===== src/rtl/clk_handshake_pkg.sv =====
// Shared types and default parameters for the RDI clock-request handshake controller.
package clk_handshake_pkg;

    localparam int unsigned SYNC_STAGES_DEF = 2;
    localparam int unsigned ACK_TIMEOUT_DEF = 1024;

    typedef enum logic [1:0] {
        ST_IDLE    = 2'd0,
        ST_REQ     = 2'd1,
        ST_ACTIVE  = 2'd2,
        ST_RELEASE = 2'd3
    } clk_hs_state_e;

endpackage


===== src/rtl/clk_handshake_sync.sv =====
// N-stage single-bit synchronizer, synchronous active-low reset to 0; zero stages is a pass-through.
module clk_handshake_sync #(
    parameter int unsigned STAGES = 2
) (
    input  logic i_clk,
    input  logic i_rst_n,
    input  logic i_d,
    output logic o_q
);

    generate
        if (STAGES == 0) begin : g_bypass
            assign o_q = i_d;
        end else begin : g_sync
            logic [STAGES-1:0] sync_q;
            logic [STAGES-1:0] sync_d;

            always_comb begin
                sync_d[0] = i_d;
                for (int i = 1; i < STAGES; i++) begin
                    sync_d[i] = sync_q[i-1];
                end
            end

            always_ff @(posedge i_clk) begin
                if (!i_rst_n) begin
                    sync_q <= '0;
                end else begin
                    sync_q <= sync_d;
                end
            end

            assign o_q = sync_q[STAGES-1];
        end
    endgenerate

endmodule


===== src/rtl/clk_handshake.sv =====
// PL-side RDI clock-request handshake: raises o_pl_clk_req on i_en and reports the adapter awake on ack.
// Optional acknowledge timeout enabled by defining CLK_HANDSHAKE_TIMEOUT_EN.
module clk_handshake
    import clk_handshake_pkg::*;
#(
    parameter int unsigned SYNC_STAGES = SYNC_STAGES_DEF,
    parameter int unsigned ACK_TIMEOUT = ACK_TIMEOUT_DEF
) (
    input  logic i_clk,
    input  logic i_rst_n,
    input  logic i_en,
    input  logic i_lp_clk_ack,
    output logic o_pl_clk_req,
    output logic o_adapter_is_waked_up
`ifdef CLK_HANDSHAKE_TIMEOUT_EN
    ,
    output logic o_timeout
`endif
);

    logic          ack_s;
    clk_hs_state_e state_q, state_d;
    logic          en_q, en_d;
    logic          req_q, req_d;
    logic          wake_q, wake_d;

`ifdef CLK_HANDSHAKE_TIMEOUT_EN
    localparam int unsigned CNT_W = $clog2(ACK_TIMEOUT + 1);

    logic [CNT_W-1:0] cnt_q, cnt_d, cnt_inc;
    logic             cnt_hit;
    logic             timeout_q, timeout_d;
`endif

    clk_handshake_sync #(
        .STAGES (SYNC_STAGES)
    ) u_ack_sync (
        .i_clk   (i_clk),
        .i_rst_n (i_rst_n),
        .i_d     (i_lp_clk_ack),
        .o_q     (ack_s)
    );

    // Next state, timeout counter and registered output decode; a low enable wins over ack events.
    always_comb begin
        state_d = state_q;
        en_d    = i_en;
`ifdef CLK_HANDSHAKE_TIMEOUT_EN
        timeout_d = 1'b0;
        cnt_inc   = (cnt_q == CNT_W'(ACK_TIMEOUT)) ? cnt_q : cnt_q + CNT_W'(1);
        cnt_hit   = (cnt_inc == CNT_W'(ACK_TIMEOUT));
`endif

        case (state_q)
            ST_IDLE: begin
                if (en_q) state_d = ST_REQ;
            end
            ST_REQ: begin
                if (!en_q) begin
                    state_d = ST_RELEASE;
                end else if (ack_s) begin
                    state_d = ST_ACTIVE;
`ifdef CLK_HANDSHAKE_TIMEOUT_EN
                end else if (cnt_hit) begin
                    state_d   = ST_RELEASE;
                    timeout_d = 1'b1;
`endif
                end
            end
            ST_ACTIVE: begin
                if (!en_q) begin
                    state_d = ST_RELEASE;
                end else if (!ack_s) begin
                    state_d = ST_REQ;
                end
            end
            ST_RELEASE: begin
                if (!ack_s) begin
                    state_d = ST_IDLE;
`ifdef CLK_HANDSHAKE_TIMEOUT_EN
                end else if (cnt_hit) begin
                    state_d   = ST_IDLE;
                    timeout_d = 1'b1;
`endif
                end
            end
            default: state_d = ST_IDLE;
        endcase

`ifdef CLK_HANDSHAKE_TIMEOUT_EN
        if (state_d != state_q) begin
            cnt_d = '0;
        end else if (state_q == ST_REQ || state_q == ST_RELEASE) begin
            cnt_d = cnt_inc;
        end else begin
            cnt_d = cnt_q;
        end
`endif

        req_d  = (state_d == ST_REQ) || (state_d == ST_ACTIVE);
        wake_d = (state_d == ST_ACTIVE);
    end

    always_ff @(posedge i_clk) begin
        if (!i_rst_n) begin
            state_q   <= ST_IDLE;
            en_q      <= 1'b0;
            req_q     <= 1'b0;
            wake_q    <= 1'b0;
`ifdef CLK_HANDSHAKE_TIMEOUT_EN
            cnt_q     <= '0;
            timeout_q <= 1'b0;
`endif
        end else begin
            state_q   <= state_d;
            en_q      <= en_d;
            req_q     <= req_d;
            wake_q    <= wake_d;
`ifdef CLK_HANDSHAKE_TIMEOUT_EN
            cnt_q     <= cnt_d;
            timeout_q <= timeout_d;
`endif
        end
    end

    assign o_pl_clk_req          = req_q;
    assign o_adapter_is_waked_up = wake_q;
`ifdef CLK_HANDSHAKE_TIMEOUT_EN
    assign o_timeout             = timeout_q;
`endif

endmodule


===== config.mk =====
export PLATFORM = sky130hd
export DESIGN_NAME = clk_handshake
export DESIGN_NICKNAME = d
export VERILOG_FILES = /design/src/rtl/clk_handshake_pkg.sv /design/src/rtl/clk_handshake_sync.sv /design/src/rtl/clk_handshake.sv
export SDC_FILE = /design/constraint.sdc
export NUM_CORES = 1
export LEC_CHECK = 0
export ABC_AREA = 1
export CAP_MARGIN = 20
export CORE_AREA = 5 5 42 44
export DETAILED_ROUTE_END_ITERATION = 12
export DIE_AREA = 0 0 47 49
export HOLD_SLACK_MARGIN = 0.05
export PLACE_DENSITY = 0.44
export SLEW_MARGIN = 10
export SYNTH_ARGS = -nofsm -noshare
export SYNTH_HDL_FRONTEND = slang
export SYNTH_HIERARCHICAL = 1
export SYNTH_SLANG_ARGS = --single-unit

===== constraint.sdc =====
create_clock -name i_clk -period 3 [get_ports i_clk]
set_input_delay 0.6 -clock i_clk [delete_from_list [all_inputs] [get_ports i_clk]]
set_output_delay 0.6 -clock i_clk [all_outputs]
set_load 0.02 [all_outputs]

==> results of run 1 <==
## power by group through the flow
stage	clock network, mW	registers (mW)	logic (mW)
final	0.0848	0.107	0.0411
after floorplan	0	0.114	0.0196
after global routing	0.0943	0.109	0.0474
after detailed placement	0	0.109	0.0419
after global placement	0	0.109	0.0429
after CTS	0.0908	0.107	0.0423
## stage by stage
step                      setup WS, ns  instances
after global placement            1.51         54
final                             1.25         58
after CTS                         1.23         58
after floorplan                   1.86         33
after detailed placement          1.51         54
after global routing              1.21         58
## state kept, by name (all words and copies together) (netlist names)
register                  cells
state_q                       2
u_ack_sync/g_sync.sync_q      2
en_q                          1
o_adapter_is_waked_up         1
o_pl_clk_req                  1
## cells by family after synthesis
group           Yosys count
simple gates             15
buf+inv                   8
flops                     7
compound gates            2
fa+ha+maj                 1
## cells in the final DEF, fill, tap and decap left out
master	count
nor3_1	1
ha_1	1
dfxtp_1	7
inv_1	8
nor2_1	2
and2_1	1
nand2_1	8
clkbuf_4	3
clkdlybuf4s50_1	5
clkbuf_1	1
nand3_1	2
nor2_2	1
a21oi_1	2
## cell type report
type	instances	area share [%]
Sequential cell	7	39.6
Clock buffer	4	7.42
Multi-Input combinational cell	18	24.7
Inverter	8	8.48
Timing Repair Buffer	5	14.1
Tap cell	16	5.65
## routing by layer
| metal | global-route usage (%) | vias to the layer above | routed length, um | share of wire [%] |
|---|---|---|---|---|
| li1 | - | 115 | - | - |
| met1 | 4.21 | 82 | 188 | 44 |
| met2 | 5.66 | 7 | 193 | 45 |
| met3 | 2.95 | 2 | 26 | 6.1 |
| met4 | 6.91 | 0 | 17 | 4.0 |
| met5 | 0 | - | 0 | 0 |
## final timing paths
kind | startpoint | endpoint | slack, ns
max | o_adapter_is_waked_up$_SDFF_PN0_ | o_adapter_is_waked_up | 1.25
min | u_ack_sync/g_sync.sync_q[0]$_SDFF_PN0_ | u_ack_sync/g_sync.sync_q[1]$_SDFF_PN0_ | 0.41
max reg2reg | state_q[1]$_SDFF_PN0_ | o_pl_clk_req$_SDFF_PN0_ | 1.76
min reg2reg | u_ack_sync/g_sync.sync_q[0]$_SDFF_PN0_ | u_ack_sync/g_sync.sync_q[1]$_SDFF_PN0_ | 0.41
==> results.yml, run 1 <==
synth:
  syn-instance-count: 33
  avgSynthCellArea_um2: 7.81
  synthSimpleGateAreaFrac_pct: 25.2
  yosysWarnings: 6
  yosys-top-cells-area: "dfxtp_1 (54%), inv_1 (12%), nand2_1 (12%)"
  synth-seq-cells: 7
  synth_top_family_by_area: "simple AND/OR/NAND/NOR gates"
  synth_fa_ha_area_share_pct: 4.85
  synth_top_area_cell: "dfxtp_1"
  synth_async_sr_flop_share_pct: 0
  synth_common_cells: "inv_1 (8), nand2_1 (8), dfxtp_1 (7)"
  synth_cell_types: 10
  synth_top_area_share_pct: 54.4
  synth-main-ff-cell: "dfxtp_1"
  synth_compound_area_share_pct: 3.88
  synth-edff-count: 0
  yosysSeqAreaShare_pct: 54.4
  synth_area_um2: 258
  synthXorXnorAreaFrac_pct: 0
  synth_nets: 38
  synth.mux.area_fraction_pct: 0
clocking:
  cts.reportedPaths.clkPinSlew_ns: 0.05
  cts_tree: "built"
  clock_tree.buffer_depth: 2
  holdBufCountCts: 0
  cts_buffers: 3
  post_cts_resized: 0
  postCtsSetupBuffers: 0
  root_buffer: "clkbuf_4"
  clock_latency_ns: 0.25
  htreeDepth: 1
  cts.sinks: 7
layout:
  final_util_pct: 25.3
  multiInputGateArea_um2: 87.6
  nNetsFinal: 48
  fillers: 166
  n_antenna_cell: 0
  drive_gt1_share_pct: 9.52
  area_growth_pct: 37.4
  fin_area_um2: 354
  ff_latch_area_um2: 140
route:
  routed_via_density: 3.55
  wl_per_cell_um: 7.33
  drc: 0
  vias: 206
  dr.pass1.iters: 1
  drt_iter0_drc: 0
  ant_nets: 0
  wl_um: 425
timing:
  rsz0062_at_grt: "no"
  slew_headroom_pct: 85.0
  fin_crit_sh_pct: 58.3
  fin_tns_setup_ns: 0
  hold_viol: 0
  slew_viol_final: 0
  setup_viol: 0
  skew_ns: 0.00276
  final.min_clock_period_ns: 1.75
  max_clock_freq_mhz: 572
  hold_ws_ns: 0.411
  worst_pin_slew_ns: 0.224
critical_path:
  cp_num_cells: 1
  slowest_stage: "clkdlybuf4s50_1"
  path_class: "flop to output pin"
  startpoint_type: "flop"
  cpPeakStageDelay_ns: 0.60
  cp_cell_sequence: "clkdlybuf4s50_1"
  critPathMaxFanout: 1
  crit_required_ns: 2.40
  worstPathArrival_ns: 1.15
  worst-path-buf-inv: 1
  reg2regPathDepth: 7
  path_delay_family: "buffers and inverters"
  cp-end-kind: "output pin"
die:
  row_count: 14
  core_um2: 1400
  boundaryPins: 6
  dieWidth_um: 47
  die_y_um: 49
  initial_core_util_pct: 18.4
  dieArea_um2: 2300
pwr:
  power_frac_seq_pct: 46.0
  power_density_nw_per_um2: 658
  p_total_uw: 233
  peakVddDrop_mv: 0.190
  intPower_uw: 174
  swShare_pct: 25.5
  leakage_nw: 0.181
  pwr-share-comb_pct: 17.6
  power_switching_uw: 59.4
  clkPwrFrac_pct: 36.4
global_route:
  overflow: 0
  antenna_found_initial: 0
  grt_pass1_vias: 209
  track_usage_pct: 4.73
  grt_pass1_wl_um: 696
  grt_max_degree: 6
status:
  outcome: "finished clean"
run:
  cap_violations: 0
placement:
  gp_congestion: 0.621
  placedInstanceArea_um2: 328
  portBuffers: 5
  dp_hpwl_um: 333
min_path:
  worst_hold_path_type: "flop to flop"
  whs_path_depth: 2
(Power assumes the default switching activity.)
==> inputs of run 2 (changes only) <==
- PLACE_DENSITY: 0.44 -> 0.45
- clock period: 3 -> 1.55 ns (I/O delays scaled with it)
==> results.yml, run 2 (synthesized netlist as in run 1, its figures left out) <==
timing:
  fin_crit_sh_pct: 94.4
  hold_ws_ns: 0.412
  rsz0062_at_grt: "no"
  fin_tns_setup_ns: 0
  slew_viol_final: 0
  worst_pin_slew_ns: 0.216
  max_clock_freq_mhz: 684
  final.min_clock_period_ns: 1.46
  skew_ns: 0.000638
  setup_viol: 0
  hold_viol: 0
  fin_ws_ns: 0.0873
  slew_headroom_pct: 85.5
route:
  top_layer: "met4"
  vias: 210
  drt_iter0_drc: 0
  dr_wl_met3_um: 10
  dr.pass1.iters: 1
  dr_wl_met2_um: 215
  ant_nets: 0
  drc: 0
  wl_per_cell_um: 7.37
  met1Wirelength_um: 195
  wl_um: 435
  routed_via_density: 3.56
clocking:
  htreeDepth: 1
  cts_tree: "built"
  postCtsSetupBuffers: 0
  clock_latency_ns: 0.25
  cts.sinks: 7
  cts.reportedPaths.clkPinSlew_ns: 0.05
  cts_buffers: 3
  root_buffer: "clkbuf_4"
  post_cts_resized: 0
  holdBufCountCts: 0
  clock_tree.buffer_depth: 2
layout:
  drive_gt1_share_pct: 11.6
  fin_cells: 59
  final_cell_mix: "nand2_1 (8), inv_1 (8), dfxtp_1 (7), clkdlybuf4s50_1 (5), clkbuf_4 (3)"
  fin_area_um2: 362
  reg_top3: "state_q (2), u_ack_sync/g_sync.sync_q (2)"
  nNetsFinal: 49
  fillers: 170
  area_growth_pct: 40.3
  n_antenna_cell: 0
critical_path:
  path_class: "flop to output pin"
  startpoint_type: "flop"
  cp-end-kind: "output pin"
  worstPathArrival_ns: 1.15
  cp_cell_sequence: "clkdlybuf4s50_1"
  regToRegSetupSlack_ns: 0.32
  crit_required_ns: 1.24
  slowest_stage: "clkdlybuf4s50_1"
  worst-path-buf-inv: 1
  critPathMaxFanout: 1
  path_delay_family: "buffers and inverters"
  cpPeakStageDelay_ns: 0.60
placement:
  place_inst: 55
  gp_congestion: 0.618
  portBuffers: 5
  placedInstanceArea_um2: 335
  dp_hpwl_um: 348
  post-place-ws_ns: 0.321
die:
  row_count: 14
  dieWidth_um: 47
  dieArea_um2: 2300
  core_um2: 1400
  die_y_um: 49
  boundaryPins: 6
  initial_core_util_pct: 18.4
pwr:
  peakVddDrop_mv: 0.461
  power_density_nw_per_um2: 1240
  leakage_nw: 0.186
status:
  outcome: "finished clean"
global_route:
  overflow: 0
  grt_pass1_wl_um: 765
  antenna_found_initial: 0
  grt_pass1_vias: 220
  grt_max_degree: 5
  track_usage_pct: 5.22
run:
  cap_violations: 0
min_path:
  worst_hold_path_type: "flop to flop"
==> run 2: metrics by stage <==
stage | power [mW] | util [%]
after floorplan | 0.259 | -
after global placement | 0.295 | 23.9
after detailed placement | 0.294 | 23.9
after CTS | 0.466 | 25.8
after global routing | 0.489 | 25.8
final | 0.450 | 25.8
==> run 2: final cells by class <==
cell class / count / area, um^2 / share of cell area, %
Multi-Input combinational cell: 18 / 87.6 / 24.2
Inverter: 8 / 30.0 / 8.30
Tap cell: 16 / 20.0 / 5.54
Sequential cell: 7 / 140 / 38.8
Timing Repair Buffer: 6 / 57.6 / 15.9
Clock buffer: 4 / 26.3 / 7.27
==> run 2: power breakdown <==
group / switching (mW) / internal, mW
sequential: 0.00921 / 0.199
combinational: 0.0405 / 0.0407
clock: 0.0628 / 0.0979
==> run 2: worst register-to-register path, delay by kind of cell, from the launching register on <==
kind	cells	cell delay, ns
flops	1	0.32
simple gates	5	0.52
buf+inv	1	0.05
fa+ha+maj	1	0.28
==> run 2: final timing paths <==
kind	from	end	cells past startpoint
max reg2reg	state_q[1]$_SDFF_PN0_	o_pl_clk_req$_SDFF_PN0_	7
min	u_ack_sync/g_sync.sync_q[0]$_SDFF_PN0_	u_ack_sync/g_sync.sync_q[1]$_SDFF_PN0_	2
min reg2reg	u_ack_sync/g_sync.sync_q[0]$_SDFF_PN0_	u_ack_sync/g_sync.sync_q[1]$_SDFF_PN0_	2
max	o_adapter_is_waked_up$_SDFF_PN0_	o_adapter_is_waked_up	1
==> run 2: layer usage <==
metal  vias to the layer above  GRT usage, %
li1                        116             -
met1                        85          4.42
met3                         2          2.21
met2                         7          6.79
met4                         0          8.29
met5                         -             0
